### config.mk
export PLATFORM = sky130hd
export DESIGN_NAME = hazard_ctrl_unit
export DESIGN_NICKNAME = d
export VERILOG_FILES = /design/src/rtl/hazard_pkg.sv /design/src/rtl/mc_stall_counter.sv /design/src/rtl/hazard_ctrl_unit.sv
export SDC_FILE = /design/constraint.sdc
export NUM_CORES = 1
export LEC_CHECK = 0
export ABC_AREA = 1
export ABC_CLOCK_PERIOD_IN_PS = 1900
export CELL_PAD_IN_SITES_DETAIL_PLACEMENT = 1
export CELL_PAD_IN_SITES_GLOBAL_PLACEMENT = 2
export CORE_MARGIN = 4
export CORE_UTILIZATION = 22
export CTS_BUF_LIST = sky130_fd_sc_hd__clkbuf_4 sky130_fd_sc_hd__clkbuf_8
export DETAILED_ROUTE_END_ITERATION = 10
export PLACE_DENSITY_LB_ADDON = 0.1
export SLEW_MARGIN = 20
export SYNTH_ARGS = -nofsm -noshare
export SYNTH_HDL_FRONTEND = slang
export SYNTH_HIERARCHICAL = 1
export SYNTH_SLANG_ARGS = --single-unit
### constraint.sdc
create_clock -name clk -period 1.9 [get_ports clk]
set_clock_uncertainty 0.1 [all_clocks]
set_input_delay 0.57 -clock clk [delete_from_list [all_inputs] [get_ports clk]]
set_output_delay 0.57 -clock clk [all_outputs]
set_load 0.01 [all_outputs]
### src/rtl/hazard_pkg.sv
// Shared types for the pipeline hazard control unit.
package hazard_pkg;

    // Execute-stage operand source select
    typedef enum logic [1:0] {
        FWD_RF  = 2'b00,
        FWD_WB  = 2'b01,
        FWD_MEM = 2'b10
    } fwd_sel_t;

    // Multi-cycle execute tracker state
    typedef enum logic {
        IDLE = 1'b0,
        BUSY = 1'b1
    } mc_state_t;

endpackage

### src/rtl/mc_stall_counter.sv
// Tracks how long a multi-cycle op has occupied Execute and requests stalls until its last cycle.
module mc_stall_counter
    import hazard_pkg::*;
#(
    parameter int unsigned MC_LAT = 4
) (
    input  logic clk,
    input  logic rst,
    input  logic multiE,
    output logic mc,
    output logic mcBusy
);

    localparam int unsigned CNT_BITS = (MC_LAT > 1) ? $clog2(MC_LAT) : 1;
    localparam int unsigned LAST     = MC_LAT - 1;

    logic [CNT_BITS-1:0] mcCnt;
    logic                atLast;
    mc_state_t           state;
    mc_state_t           stateNext;

    assign atLast = (mcCnt == CNT_BITS'(LAST));

    // Occupancy counter: advances while stalling, clears on the final cycle or when the op leaves
    always_ff @(posedge clk) begin
        if (rst) begin
            mcCnt <= '0;
        end else if (multiE && mc) begin
            mcCnt <= mcCnt + CNT_BITS'(1);
        end else begin
            mcCnt <= '0;
        end
    end

    // State register
    always_ff @(posedge clk) begin
        if (rst) begin
            state <= IDLE;
        end else begin
            state <= stateNext;
        end
    end

    // Next-state: enter BUSY on a stall request, leave on the final cycle or when the op drops
    always_comb begin
        stateNext = state;
        case (state)
            IDLE: if (mc) stateNext = BUSY;
            BUSY: if (!multiE || atLast) stateNext = IDLE;
            default: stateNext = IDLE;
        endcase
    end

    // Outputs: stall request from the live count, busy flag from the state
    always_comb begin
        mc     = multiE && !atLast;
        mcBusy = (state == BUSY);
    end

endmodule

### src/rtl/hazard_ctrl_unit.sv
// Pipeline hazard control: forwarding, load-use / multi-cycle stalls, branch flushes, perf counters.
module hazard_ctrl_unit
    import hazard_pkg::*;
#(
    parameter int unsigned REG_AW = 5,
    parameter int unsigned MC_LAT = 4,
    parameter int unsigned CNT_W  = 16
) (
    input  logic              clk,
    input  logic              rst,
    input  logic [REG_AW-1:0] rs1_d,
    input  logic [REG_AW-1:0] rs2_d,
    input  logic [REG_AW-1:0] rs1_e,
    input  logic [REG_AW-1:0] rs2_e,
    input  logic [REG_AW-1:0] rd_e,
    input  logic              reg_write_e,
    input  logic              result_src_e,
    input  logic              pc_src_e,
    input  logic              multi_e,
    input  logic [REG_AW-1:0] rd_m,
    input  logic [REG_AW-1:0] rd_w,
    input  logic              reg_write_m,
    input  logic              reg_write_w,
    output logic [1:0]        forward_a_e,
    output logic [1:0]        forward_b_e,
    output logic              stall_f,
    output logic              stall_d,
    output logic              stall_e,
    output logic              flush_d,
    output logic              flush_e,
    output logic              mc_busy,
    output logic [CNT_W-1:0]  stall_cnt,
    output logic [CNT_W-1:0]  flush_cnt
);

    logic mc;
    logic lu;
    logic unusedRegWriteE;

    // A load always writes its destination, so the Execute write enable adds nothing to load-use
    assign unusedRegWriteE = reg_write_e;

    mc_stall_counter #(
        .MC_LAT (MC_LAT)
    ) uMcStall (
        .clk    (clk),
        .rst    (rst),
        .multiE (multi_e),
        .mc     (mc),
        .mcBusy (mc_busy)
    );

    // Operand forwarding: Memory beats Writeback, x0 is never forwarded
    always_comb begin
        forward_a_e = FWD_RF;
        forward_b_e = FWD_RF;
        if (!rst) begin
            if (reg_write_m && (rd_m != '0) && (rd_m == rs1_e))      forward_a_e = FWD_MEM;
            else if (reg_write_w && (rd_w != '0) && (rd_w == rs1_e)) forward_a_e = FWD_WB;
            if (reg_write_m && (rd_m != '0) && (rd_m == rs2_e))      forward_b_e = FWD_MEM;
            else if (reg_write_w && (rd_w != '0) && (rd_w == rs2_e)) forward_b_e = FWD_WB;
        end
    end

    // Load in Execute feeding an instruction in Decode
    assign lu = result_src_e && (rd_e != '0) && ((rd_e == rs1_d) || (rd_e == rs2_d));

    // Stall/flush priority: taken branch, then multi-cycle hold, then load-use
    always_comb begin
        stall_f = 1'b0;
        stall_d = 1'b0;
        stall_e = 1'b0;
        flush_d = 1'b0;
        flush_e = 1'b0;
        if (!rst) begin
            if (pc_src_e) begin
                flush_d = 1'b1;
                flush_e = 1'b1;
            end else if (mc) begin
                stall_f = 1'b1;
                stall_d = 1'b1;
                stall_e = 1'b1;
            end else if (lu) begin
                stall_f = 1'b1;
                stall_d = 1'b1;
                flush_e = 1'b1;
            end
        end
    end

    // Saturating stall/flush cycle counters
    always_ff @(posedge clk) begin
        if (rst) begin
            stall_cnt <= '0;
            flush_cnt <= '0;
        end else begin
            if (stall_f && (stall_cnt != '1)) stall_cnt <= stall_cnt + CNT_W'(1);
            if (flush_e && (flush_cnt != '1)) flush_cnt <= flush_cnt + CNT_W'(1);
        end
    end

endmodule
# ---- After elaboration in Yosys (flattened, before gate mapping)
# Index checks and enable logic that the tools add are counted.
dict set report totals {
  reg_bits 35
  latchBits 0
  ram_bits 0
  romBits 0
  word_cells 58
  n_memories 0
}
dict set report op_classes {
  add_sub_neg 3
  n_mul 0
  div 0
  magnitude_cmp 0
  eq_ne 9
  shift 0
  n_mux 20
  n_bitwise 2
  n_reduce_logical 20
}
# cell n
set ops {}
lappend ops {{$add 16x1->16 const B} 2}
lappend ops {{$ne 16x16->1 const B} 2}
lappend ops {{$eq 5x5->1} 6}
lappend ops {{$mux 1} 15}
lappend ops {{$reduce_bool 5->1} 3}
lappend ops {{$logic_and 1x1->1} 12}
lappend ops {{$mux 2} 4}
lappend ops {{$add 2x1->2 const B} 1}
lappend ops {{$eq 2x2->1 const B} 1}
lappend ops {{$logic_not 1->1} 2}
lappend ops {{$logic_or 1x1->1} 2}
lappend ops {{$not 1->1} 2}
lappend ops {{$pmux 1 s2} 1}
lappend ops {{$reduce_or 2->1} 1}

# ---- Logic depth before layout (Yosys ltp)
dict set report logic_depth {
  depth_word 8
  mapped_depth 13
  depth_no_buf 12
}

# ---- Hierarchy
# Netlist, hierarchy kept.
# mod n_inst cells_per_inst area_per_inst_um2 seq_area_each_um2
set by_module_without_submodules {}
lappend by_module_without_submodules {hazard_ctrl_unit 1 369 2451.1 640.6}
lappend by_module_without_submodules {mc_stall_counter 1 13 112.6 60.1}

# ---- Worst setup path before layout
# No wires, ideal clock.
dict set report synth_timing {
  path_kind {input -> output}
  from {input rd_m[3]}
  to {output forward_a_e[1]}
  t_arrival_ns 1.439
  required_ns 1.230
  slack_ns -0.209
  cell_stages 5
  path_buffers 0
  cell_sequence {xor2_1 -> or2_2 -> nor4_1 -> inv_1 -> nor2_1}
}
dict set report synth_via {
  elab_chain_len 5
  word_cells_on_any_way 6
}
# element line
set synth_lines {}
lappend synth_lines {{start, declared} hazard_ctrl_unit.sv:20} ;# input logic [REG_AW-1:0] rd_m,
lappend synth_lines {{$reduce_bool 5->1} hazard_ctrl_unit.sv:58} ;# if (reg_write_m && (rd_m != '0) && (rd_m == rs1_e)) forward_a_e = FWD_MEM;
lappend synth_lines {{$logic_and 1x1->1} hazard_ctrl_unit.sv:58}
lappend synth_lines {{$logic_and 1x1->1 *} hazard_ctrl_unit.sv:58}
lappend synth_lines {{$mux 2 *} hazard_ctrl_unit.sv:58}
lappend synth_lines {{$mux 2 *} hazard_ctrl_unit.sv:57} ;# if (!rst) begin
lappend synth_lines {{end, declared} hazard_ctrl_unit.sv:24} ;# output logic [1:0] forward_a_e,
# Every way passes the cells marked *; elsewhere a longest branch is shown, timed or not.

# ---- Final worst setup path
dict set report layout_timing {
  from {input rs1_e[2]}
  to {output forward_a_e[0]}
}
dict set report layout_via {
  elab_chain_len 5
  word_cells_on_any_way 7
}
# element line
set layout_lines {}
lappend layout_lines {{start, declared} hazard_ctrl_unit.sv:13} ;# input logic [REG_AW-1:0] rs1_e,
lappend layout_lines {{$eq 5x5->1} hazard_ctrl_unit.sv:59} ;# else if (reg_write_w && (rd_w != '0) && (rd_w == rs1_e)) forward_a_e = FWD_WB;
lappend layout_lines {{$logic_and 1x1->1} hazard_ctrl_unit.sv:59}
lappend layout_lines {{$mux 1} hazard_ctrl_unit.sv:59}
lappend layout_lines {{$mux 2 *} hazard_ctrl_unit.sv:58}
lappend layout_lines {{$mux 2 *} hazard_ctrl_unit.sv:57}
# Marked as above.

==> flow_summary.json <==
{
  "grt-ovfl-total": 0,
  "ys_top_cells_by_area": "dfxtp_1 (27%), nand2_1 (13%), nand3_1 (9.8%)",
  "place_hpwl_um": 6870,
  "drv_cap": 0,
  "coreArea_sq_mm": 0.0114,
  "postLayoutCoreUtil_pct": 36.8,
  "die_h_um": 116,
  "rsz0062_at_grt": "true",
  "clock_latency_ns": 0.30,
  "async_reset_ff_share_pct": 0,
  "n_antenna_cell": 0,
  "worst_pin_slew_ns": 0.414,
  "syn_nets": 428,
  "crit_chain": "buf_6, xor2_1, or2_4, nor4_4, buf_4, nor3_2, buf_2",
  "ys_ff_latch": 35,
  "p_per_area_mw_per_mm2": 405,
  "io_pins": 85,
  "grt_pass1_wl_um": 14600,
  "grt_pass1_vias": 3023,
  "cts-buffers-inserted": 5,
  "num_rows": 39,
  "crit_family": "simple AND/OR/NAND/NOR gates",
  "fmax_mhz": 434,
  "slowest_delay_ns": 0.26,
  "r2r_slack_ns": 0.12,
  "start_util_pct": 22.5,
  "drc_errors": 0,
  "clkSinkCount": 35,
  "syn_area_sq_mm": 0.00256,
  "finalWirelength_um": 9020,
  "avgSynthCellArea_sq_um": 6.71,
  "worstPathArrival_ns": 1.64,
  "ys.flop_type": "dfxtp_1",
  "gp_congestion": 0.723,
  "instances_no_fill": 650,
  "synth_top_area_share_pct": 27.3,
  "required_ns": 1.23,
  "finalMaxSlewViolations": 0,
  "grt_max_degree": 28,
  "ys_types": 31,
  "crit_fanout": 2,
  "routedWlPerCell_um": 13.9,
  "clkTransAtPathRegs_ns": 0.07,
  "clock-root-buffer": "clkbuf_8",
  "hold_class": "reg2reg",
  "yosysMostFrequentCell": "nand2_1",
  "failed_checks": "setup timing",
  "relSlewSlack_pct": 72.4,
  "drive_gt1_share_pct": 37.9,
  "drt_iter0_drc": 88,
  "ir_worst_vdd_v": 0.000157,
  "portBuffers": 83,
  "fin_nets": 554,
  "htree_levels": 2,
  "vias": 2876,
  "clock_path_buffers": 2,
  "ant_nets": 0,
  "setup_ws_ns": -0.406,
  "cts_hold_buf": 0,
  "synth_edf_count": 0,
  "antenna_found_initial": 0,
  "syn-instance-count": 382,
  "die_w_um": 116,
  "start_kind": "input port",
  "synthTopCellsByCount": "nand2_1 (86), nand3_1 (50), nor2_1 (44), inv_1 (39), dfxtp_1 (35)",
  "dr.pass1.iters": 4,
  "grt_util_all_layers_pct": 13.7,
  "period_minus_slack_ns": 2.31,
  "p_leak_uw": 0.00198,
  "cp-end-kind": "output port",
  "syn2layout_area_growth_pct": 63.7,
  "crit_slowest_cell": "or2_4",
  "worst-path-buf-inv": 3,
  "status": "finished with violations",
  "seq_area_frac_synth_pct": 27.3,
  "synth.largest_area_cell": "dfxtp_1",
  "viasPerCell": 4.42,
  "setup_viol": 7,
  "cts_tree": "yes",
  "final_hold_viol_count": 0,
  "period_share_pct": 121,
  "critPathKind": "in2out",
  "die_area_sq_mm": 0.0134,
  "synth_warnings": 6,
  "placedCellCount": 635
}
-- flip-flops by register name, summed over array words and instances, names as in the netlist --
register and flops:
stall_cnt 16, uMcStall/mcBusy 1, flush_cnt 16, uMcStall/mcCnt 2
-- path summary, 6_finish.rpt --
path	to	startpoint	cells after the start
worst min-delay path	uMcStall/mcCnt[0]	uMcStall/mcCnt[0]	1
worst max register to register	flush_cnt[2]	flush_cnt[0]	9
worst min register to register	uMcStall/mcCnt[0]	uMcStall/mcCnt[0]	1
worst max-delay path	forward_a_e[0]	rs1_e[2]	7
-- metal layers --
metal | wire length [um] | track usage (%) | vias up
met4 | 77 | 3.02 | 0
met2 | 4650 | 24.2 | 43
met1 | 3980 | 17.2 | 1350
met5 | 0 | 0 | -
li1 | - | - | 1474
met3 | 310 | 2.77 | 9
-- power by group --
part / internal, uW / switching, uW
registers: 741 / 4.79
clock network: 259 / 290
logic: 202 / 201
-- layout make-up --
| class | count | area [sq um] |
|---|---|---|
| Tap cell | 143 | 179 |
| Sequential cell | 35 | 723 |
| Clock buffer | 6 | 76.3 |
| Timing Repair Buffer | 131 | 1150 |
| Multi-Input combinational cell | 295 | 1910 |
| Inverter | 40 | 160 |
| Fill cell | 1417 | 7220 |
-- layout by cell type (no fill, tap or decap), types with 2 or more instances in the layout --
cell	n
inv_1	31
clkbuf_2	4
nand2_1	78
nor2_1	35
clkdlybuf4s50_1	2
nand3_2	6
clkdlybuf4s15_2	2
dlygate4sd2_1	33
a21oi_2	10
buf_2	14
nor4_4	2
xor2_1	24
nand3_1	46
nor3_4	2
ha_2	2
nand2_4	4
nor3_2	5
dlymetal6s2s_1	3
xor2_2	2
buf_6	22
buf_4	44
dfxtp_2	18
dfxtp_1	17
or2_4	4
buf_12	2
nand2_2	8
nor2_4	4
nand4_1	4
inv_2	5
xnor2_2	5
nand2_8	2
a21oi_1	23
nor3_1	2
inv_4	4
xnor2_1	12
clkbuf_8	5
buf_8	4
nor2_2	6
-- metrics by stage --
step / setup TNS, ns / worst slack (ns) / hold WS (ns) / instance area (sq um) / total power, uW
2_1_floorplan: -0.347 / -0.0995 / 0.297 / 2660 / 926
3_3_place_gp: -32.38 / -1.17 / 0.306 / 3880 / 1120
3_5_place_dp: -33.81 / -1.21 / 0.315 / 3880 / 1130
4_1_cts: -2.47 / -0.484 / 0.327 / 4000 / 1700
5_1_grt: -2.71 / -0.479 / 0.362 / 4200 / 1800
6_report: -2.08 / -0.406 / 0.329 / 4200 / 1700
-- worst register-to-register path: cells and delay by family, from the launching register on --
kind	cells	cell delay (ns)
adder cells (fa/ha/maj)	1	0.21
buffers and inverters	1	0.17
AO/OA/AOI/OAI	1	0.06
AND/OR/NAND/NOR	6	0.77
flip-flops	1	0.34
-- repair_timing --
item,4_1_cts,5_1_grt
gates resized for setup,261,58
pin swaps,45,37
setup endpoints to repair,70,38
endpoints found under the hold margin,0,0
buffers inserted,7,2
-- kinds of logic after synthesis --
logic type / count (synthesis) / synth area share [%]
AND/OR/NAND/NOR: 212 / 38.8
adder cells (fa/ha/maj): 3 / 1.46
flip-flops: 35 / 27.3
AO/OA/AOI/OAI: 37 / 8.93
buffers and inverters: 52 / 8.83
XOR/XNOR: 43 / 14.7
Power figures use the tool's default switching activity.
